<file path="src/rtl/ps2_sched_pkg.sv">
// Shared types and constants for the PS/2 command scheduler.
//   state_t  : scheduler FSM states
//   result_t : transaction result codes returned on RESULT
//   PS2_*    : device response bytes of interest
package ps2_sched_pkg;

   typedef enum logic [2:0] {
      ST_IDLE      = 3'd0,
      ST_SEND      = 3'd1,
      ST_WAIT_SENT = 3'd2,
      ST_WAIT_RESP = 3'd3,
      ST_DONE      = 3'd4
   } state_t;

   typedef enum logic [1:0] {
      RES_OK      = 2'b00,
      RES_NAK     = 2'b01,
      RES_ERROR   = 2'b10,
      RES_TIMEOUT = 2'b11
   } result_t;

   localparam logic [7:0] PS2_ACK    = 8'hFA;
   localparam logic [7:0] PS2_RESEND = 8'hFE;
   localparam logic [7:0] PS2_FAIL   = 8'hFC;

endpackage

</file>
<file path="src/rtl/ps2_sched_arbiter.sv">
// Two-way grant logic for the PS/2 command scheduler.
// Build option: PS2_SCHED_ROUND_ROBIN_EN selects round-robin arbitration;
// otherwise requester 0 has fixed priority.
// Ports:
//   CLK, RESET     : clock, asynchronous active-low reset
//   req_0, req_1   : request levels
//   take           : grant is consumed this cycle (updates last-grant)
//   grant_valid_c  : some request is pending (combinational)
//   grant_id_c     : winning requester (combinational)
module ps2_sched_arbiter (
   input  logic CLK,
   input  logic RESET,
   input  logic req_0,
   input  logic req_1,
   input  logic take,
   output logic grant_valid_c,
   output logic grant_id_c
);

   logic last_q;

   // Last-grant register; resets to 1 so requester 0 wins the first tie.
   always_ff @(posedge CLK or negedge RESET) begin
      if (!RESET) begin
         last_q <= 1'b1;
      end else if (take && grant_valid_c) begin
         last_q <= grant_id_c;
      end
   end

   assign grant_valid_c = req_0 | req_1;

`ifdef PS2_SCHED_ROUND_ROBIN_EN
   // On a tie, favour the requester that was not served last.
   assign grant_id_c = (req_0 & req_1) ? ~last_q : req_1;
`else
   logic unused_last;
   assign unused_last = last_q;
   assign grant_id_c  = ~req_0;
`endif

endmodule

</file>
<file path="src/rtl/ps2_cmd_scheduler.sv">
// Shares one PS/2 transmitter/receiver between two command requesters.
// Sends the owner's byte, waits for the response, resends on 0xFE up to
// MAX_RETRY times, and reports a result code with a DONE pulse.
// Build option: PS2_SCHED_ROUND_ROBIN_EN (round-robin arbitration).
// Ports:
//   CLK, RESET               : clock, asynchronous active-low reset
//   REQ_x/BYTE_x/DONE_x      : requester x handshake
//   RESULT, BUSY, GRANT_ID   : transaction status
//   SEND_BYTE, BYTE_TO_SEND  : transmitter strobe and byte
//   BYTE_SENT                : transmitter finished pulse
//   BYTE_READY, BYTE_READ,
//   BYTE_ERROR_CODE          : receiver byte and error status
//   RX_READY_FILT            : BYTE_READY with command responses removed
module ps2_cmd_scheduler
   import ps2_sched_pkg::*;
#(
   parameter int unsigned TIMEOUT_CYCLES = 2_500_000,
   parameter int unsigned MAX_RETRY      = 3
) (
   input  logic       CLK,
   input  logic       RESET,
   input  logic       REQ_0,
   input  logic [7:0] BYTE_0,
   output logic       DONE_0,
   input  logic       REQ_1,
   input  logic [7:0] BYTE_1,
   output logic       DONE_1,
   output logic [1:0] RESULT,
   output logic       BUSY,
   output logic       GRANT_ID,
   output logic       SEND_BYTE,
   output logic [7:0] BYTE_TO_SEND,
   input  logic       BYTE_SENT,
   input  logic       BYTE_READY,
   input  logic [7:0] BYTE_READ,
   input  logic [1:0] BYTE_ERROR_CODE,
   output logic       RX_READY_FILT
);

   localparam int unsigned TO_W    = (TIMEOUT_CYCLES > 1) ? $clog2(TIMEOUT_CYCLES) : 1;
   localparam int unsigned RETRY_W = (MAX_RETRY > 0) ? $clog2(MAX_RETRY + 1) : 1;
   localparam logic [TO_W-1:0]    TO_LAST   = TO_W'(TIMEOUT_CYCLES - 1);
   localparam logic [RETRY_W-1:0] RETRY_LIM = RETRY_W'(MAX_RETRY);

   state_t              state_q, state_d;
   logic [7:0]          byte_q, byte_d;
   logic                grant_q, grant_d;
   logic                busy_q, busy_d;
   logic                send_q, send_d;
   logic                done0_q, done0_d;
   logic                done1_q, done1_d;
   result_t             result_q, result_d;
   logic [RETRY_W-1:0]  retry_q, retry_d;
   logic [TO_W-1:0]     to_cnt_q, to_cnt_d;

   logic                fin;
   result_t             fin_res;
   logic                arb_valid_c;
   logic                arb_id_c;

   ps2_sched_arbiter u_arb (
      .CLK           (CLK),
      .RESET         (RESET),
      .req_0         (REQ_0),
      .req_1         (REQ_1),
      .take          (state_q == ST_IDLE),
      .grant_valid_c (arb_valid_c),
      .grant_id_c    (arb_id_c)
   );

   // State and registered outputs.
   always_ff @(posedge CLK or negedge RESET) begin
      if (!RESET) begin
         state_q  <= ST_IDLE;
         byte_q   <= 8'hFF;
         grant_q  <= 1'b0;
         busy_q   <= 1'b0;
         send_q   <= 1'b0;
         done0_q  <= 1'b0;
         done1_q  <= 1'b0;
         result_q <= RES_OK;
         retry_q  <= '0;
         to_cnt_q <= '0;
      end else begin
         state_q  <= state_d;
         byte_q   <= byte_d;
         grant_q  <= grant_d;
         busy_q   <= busy_d;
         send_q   <= send_d;
         done0_q  <= done0_d;
         done1_q  <= done1_d;
         result_q <= result_d;
         retry_q  <= retry_d;
         to_cnt_q <= to_cnt_d;
      end
   end

   // Next-state and next-output logic.
   always_comb begin
      state_d  = state_q;
      byte_d   = byte_q;
      grant_d  = grant_q;
      busy_d   = busy_q;
      send_d   = 1'b0;
      done0_d  = 1'b0;
      done1_d  = 1'b0;
      result_d = result_q;
      retry_d  = retry_q;
      to_cnt_d = to_cnt_q;
      fin      = 1'b0;
      fin_res  = RES_OK;

      case (state_q)
         ST_IDLE: begin
            if (arb_valid_c) begin
               byte_d   = arb_id_c ? BYTE_1 : BYTE_0;
               grant_d  = arb_id_c;
               busy_d   = 1'b1;
               send_d   = 1'b1;
               to_cnt_d = '0;
               state_d  = ST_SEND;
            end
         end
         // Counter reads 0 in the SEND cycle, so it holds cycles-since-SEND.
         ST_SEND: begin
            to_cnt_d = to_cnt_q + TO_W'(1);
            state_d  = ST_WAIT_SENT;
         end
         ST_WAIT_SENT: begin
            if (to_cnt_q >= TO_LAST) begin
               fin     = 1'b1;
               fin_res = RES_TIMEOUT;
            end else begin
               to_cnt_d = to_cnt_q + TO_W'(1);
               if (BYTE_SENT) begin
                  state_d = ST_WAIT_RESP;
               end
            end
         end
         // A received byte takes precedence over a same-cycle timeout.
         ST_WAIT_RESP: begin
            if (BYTE_READY) begin
               fin = 1'b1;
               if (BYTE_ERROR_CODE != 2'b00) begin
                  fin_res = RES_ERROR;
               end else if (BYTE_READ == PS2_ACK) begin
                  fin_res = RES_OK;
               end else if (BYTE_READ == PS2_RESEND) begin
                  if (retry_q < RETRY_LIM) begin
                     fin      = 1'b0;
                     retry_d  = retry_q + RETRY_W'(1);
                     send_d   = 1'b1;
                     to_cnt_d = '0;
                     state_d  = ST_SEND;
                  end else begin
                     fin_res = RES_NAK;
                  end
               end else if (BYTE_READ == PS2_FAIL) begin
                  fin_res = RES_ERROR;
               end else begin
                  fin_res = RES_ERROR;
               end
            end else if (to_cnt_q >= TO_LAST) begin
               fin     = 1'b1;
               fin_res = RES_TIMEOUT;
            end else begin
               to_cnt_d = to_cnt_q + TO_W'(1);
            end
         end
         ST_DONE: begin
            busy_d  = 1'b0;
            retry_d = '0;
            state_d = ST_IDLE;
         end
         default: begin
            state_d = ST_IDLE;
         end
      endcase

      // Close the transaction: pulse the owner's DONE with the result.
      if (fin) begin
         done0_d  = ~grant_q;
         done1_d  = grant_q;
         result_d = fin_res;
         state_d  = ST_DONE;
      end
   end

   assign DONE_0        = done0_q;
   assign DONE_1        = done1_q;
   assign RESULT        = result_q;
   assign BUSY          = busy_q;
   assign GRANT_ID      = grant_q;
   assign SEND_BYTE     = send_q;
   assign BYTE_TO_SEND  = byte_q;
   // Response bytes belong to the scheduler; hide them from packet logic.
   assign RX_READY_FILT = BYTE_READY & RESET & (state_q != ST_WAIT_RESP);

endmodule

</file>
<file path="config.mk">
export PLATFORM = sky130hd
export DESIGN_NAME = ps2_cmd_scheduler
export DESIGN_NICKNAME = d
export VERILOG_FILES = /design/src/rtl/ps2_sched_pkg.sv /design/src/rtl/ps2_sched_arbiter.sv /design/src/rtl/ps2_cmd_scheduler.sv
export SDC_FILE = /design/constraint.sdc
export NUM_CORES = 1
export LEC_CHECK = 0
export CAP_MARGIN = 10
export CORE_MARGIN = 2
export CORE_UTILIZATION = 51
export DETAILED_ROUTE_END_ITERATION = 10
export PLACE_DENSITY_LB_ADDON = 0.12
export SYNTH_ARGS = -nofsm -noshare
export SYNTH_HDL_FRONTEND = slang
export SYNTH_SLANG_ARGS = --single-unit
</file>
<file path="constraint.sdc">
create_clock -name CLK -period 2.5 [get_ports CLK]
set_input_delay 0.5 -clock CLK [delete_from_list [all_inputs] [get_ports CLK]]
set_output_delay 0.5 -clock CLK [all_outputs]
set_load 0.02 [all_outputs]
</file>
==> flow_summary_export.csv <==
group,metric,value,unit
outcome,status,"complete, no violations",
global_routing,overflow,0,
power,pwr_density_cell,906,mW/mm2
critical_path,crit_slowest_cell,"clkdlybuf4s50_1",
critical_path,cp.required,2.00,ns
route,drt_pass1_iterations,5,
power,pwr-share-seq,0.361,
timing,rsz0062_at_grt,"false",
global_routing,grt_pass1_wl,10.1,mm
logic_synthesis,ys_seq_elements,42,
critical_path,cp_num_buf_inv,2,
power,pwr-share-clk,0.199,
power,p_int,1.78,mW
global_routing,grt_pass1_vias,2119,
critical_path,crit_type,"in -> out",
min_path,hp-class,"in -> async",
finish,final_core_util,0.709,
finish,instances_no_fill,367,
critical_path,r2r_cells,6,
floorplanning,die-height,72.4,um
timing,setup_ws,0.148,ns
logic_synthesis,ys_warn_count,0,
finish,n_antenna_cell,0,
timing,drv_slew,0,
power,p_sw,1.07,mW
critical_path,crit_path_frequent_cell,"clkdlybuf4s50_1",
logic_synthesis,netlist_area,0.00239,mm2
power,p_leak,1.34,nW
clocking,clkLatencyLatePin,0.30,ns
clocking,hold_buffers,0,
clocking,clockRootBuffer,"clkbuf_8",
clocking,cts_made_buffers,5,
logic_synthesis,ys_seq_area_frac,0.444,
logic_synthesis,synth_ff_type,"dfrtp_1",
floorplanning,io_pins,48,
timing,finalHoldViolations,0,
critical_path,critPathTopFamily,"buffers and inverters",
timing,finClkSkew,0.00676,ns
floorplanning,die_area,0.00525,mm2
critical_path,start_kind,"input port",
floorplanning,start_util,0.537,
logic_synthesis,async_reset_ff_frac,1.00,
timing,slew_headroom,0.650,
logic_synthesis,synth_area_leader_cell,"dfrtp_1",
route,wl_met3,315,um
critical_path,cp_max_fo,5,
route,vias_per_cell,6.20,
place,gp_congestion,0.942,
finish,fin_nets,348,
route,vias,2274,
route,met2_length,2.78,mm
clocking,cts.clk_slew.worst_paths,0.08,ns
place,place_area,0.00303,mm2
route,wl,5.83,mm
critical_path,crit_chain,"clkdlybuf4s50_1 -> nand2_1 -> a21oi_1 -> clkdlybuf4s50_1",
global_routing,antenna_found_initial,0,
place,placed_cells,359,
clocking,cts.path.max_buffers,2,
finish,area_delta_synth_final,31.8,%
logic_synthesis,syn_avg_cell_area,9.71,um2
clocking,cts.repair.resized,0,
timing,fin_setup_tns,0,ns
finish,drive_gt1_frac,0.190,
timing,finalSetupViolations,0,
power,peakVddDrop,0.000675,V
clocking,cts_tree,"done",
logic_synthesis,syn_inst,246,
logic_synthesis,synthTopCellsByArea,"dfrtp_1 36%, dfstp_2 8.8%, nand2_1 4.6%",
clocking,clock-sinks,42,
clocking,htreeDepth,2,
critical_path,crit_arrival,1.85,ns
critical_path,slowest_delay,0.62,ns
floorplanning,fp-row-count,24,
logic_synthesis,synth.top_cell.area_share,0.356,
timing,max_freq,0.425,GHz
place,portBuffers,47,
timing,period_minus_slack,2.35,ns
power,swShare,0.376,
logic_synthesis,synth-edff-count,0,
route,antenna_left,0,
logic_synthesis,ys_types,58,
critical_path,cp_num_cells,4,
floorplanning,core_area,0.00444,mm2
clocking,cts_setup_buffers,0,
place,dp_slack,-0.129,ns
timing,finalCritPeriodShare,0.941,
place,dp_hpwl,4.31,mm
route,route.layer.met1.wl,2.65,mm
route,wire_per_inst,15.9,um
global_routing,grt_usage,0.248,
timing,worst_pin_slew,0.524,ns
logic_synthesis,yosysMostFrequentCell,"dfrtp_1",
floorplanning,die_x,72.4,um
critical_path,cp-end-kind,"output pin",
route,drtIter0Drc,188,
global_routing,grt_max_degree,43,
logic_synthesis,synthTopCellsByCount,"34 x dfrtp_1, 29 x nand2_1, 16 x o21ai_0",
route,drc,0,
finish,fin_area,0.00315,mm2
route,dr.max_layer_used,"met4",
logic_synthesis,syn_nets,280,
power,combinationalPowerShare,0.440,
job,maxCapViolations,0,
stage by stage:
stage               hold WS [ns]  power [mW]
global placement           0.465        2.27
finish                     0.276        2.85
floorplan                  0.204        1.73
CTS                        0.299        2.87
global route               0.331        3.04
detailed placement         0.474        2.29
per-layer routing:
layer,vias up,GRT usage
met5,-,0
met4,0,0.0782
met3,9,0.0653
met2,79,0.403
met1,1094,0.326
li1,1092,-
registers in the layout, summed over array words and instances (netlist names), 2 cells and up:
name / count
RESULT: 2
to_cnt_q: 22
BYTE_TO_SEND: 8
retry_q: 2
state_q: 3
path summary, 6_finish.rpt:
kind | start | to | slack, ns
worst max-delay path | BYTE_READY | RX_READY_FILT | 0.15
worst min-delay path | RESET | RESULT[1] | 0.28
worst max register to register | to_cnt_q[14] | to_cnt_q[8] | 0.16
worst min register to register | BYTE_TO_SEND[1] | BYTE_TO_SEND[1] | 0.48
max in group asynchronous | RESET | BYTE_TO_SEND[5] | 1.83
min in group CLK | BYTE_TO_SEND[1] | BYTE_TO_SEND[1] | 0.48
power by group through the flow:
stage	logic [mW]	clock network, mW	registers (mW)
2_1_floorplan	0.607	0	1.12
3_3_place_gp	1.23	0	1.03
3_5_place_dp	1.25	0	1.04
4_1_cts	1.26	0.577	1.03
5_1_grt	1.39	0.605	1.05
6_report	1.25	0.567	1.03
cell usage in the layout (no fill, tap or decap), types with 3 or more instances in the layout:
master	count
dfrtp_1	34
and3_1	4
nand4_1	5
o21ai_0	15
nand3_1	13
nand2_1	29
inv_1	5
o31ai_1	4
and2_2	4
a31oi_1	8
and2_1	4
clkbuf_8	6
dfstp_2	8
buf_4	23
nor2_1	13
nor3_1	8
a31o_2	4
nor4_1	3
mux2i_1	9
and4_1	5
nor2b_1	6
a311oi_1	5
clkdlybuf4s50_1	46
a21oi_1	8
o311ai_0	4
logic make-up after synthesis:
group	Yosys count	share of synthesized area
AOI/OAI and AO/OA	74	0.235
xor gates and xnor gates	1	0.00367
adders and majority gates	2	0.0105
buffers and inverters	15	0.0372
DFF	42	0.444
muxes	10	0.0424
and+or+nand+nor	102	0.227
area by class of cell:
cell class	instances	area [um2]
tap	52	65.1
timing repair buffer	70	638
fill	356	1290
clock buffer	7	86.3
multi-input combinational	189	1240
sequential	42	1060
clock inverter	1	30.0
inverter	6	23.8
(Power assumes the default switching activity.)
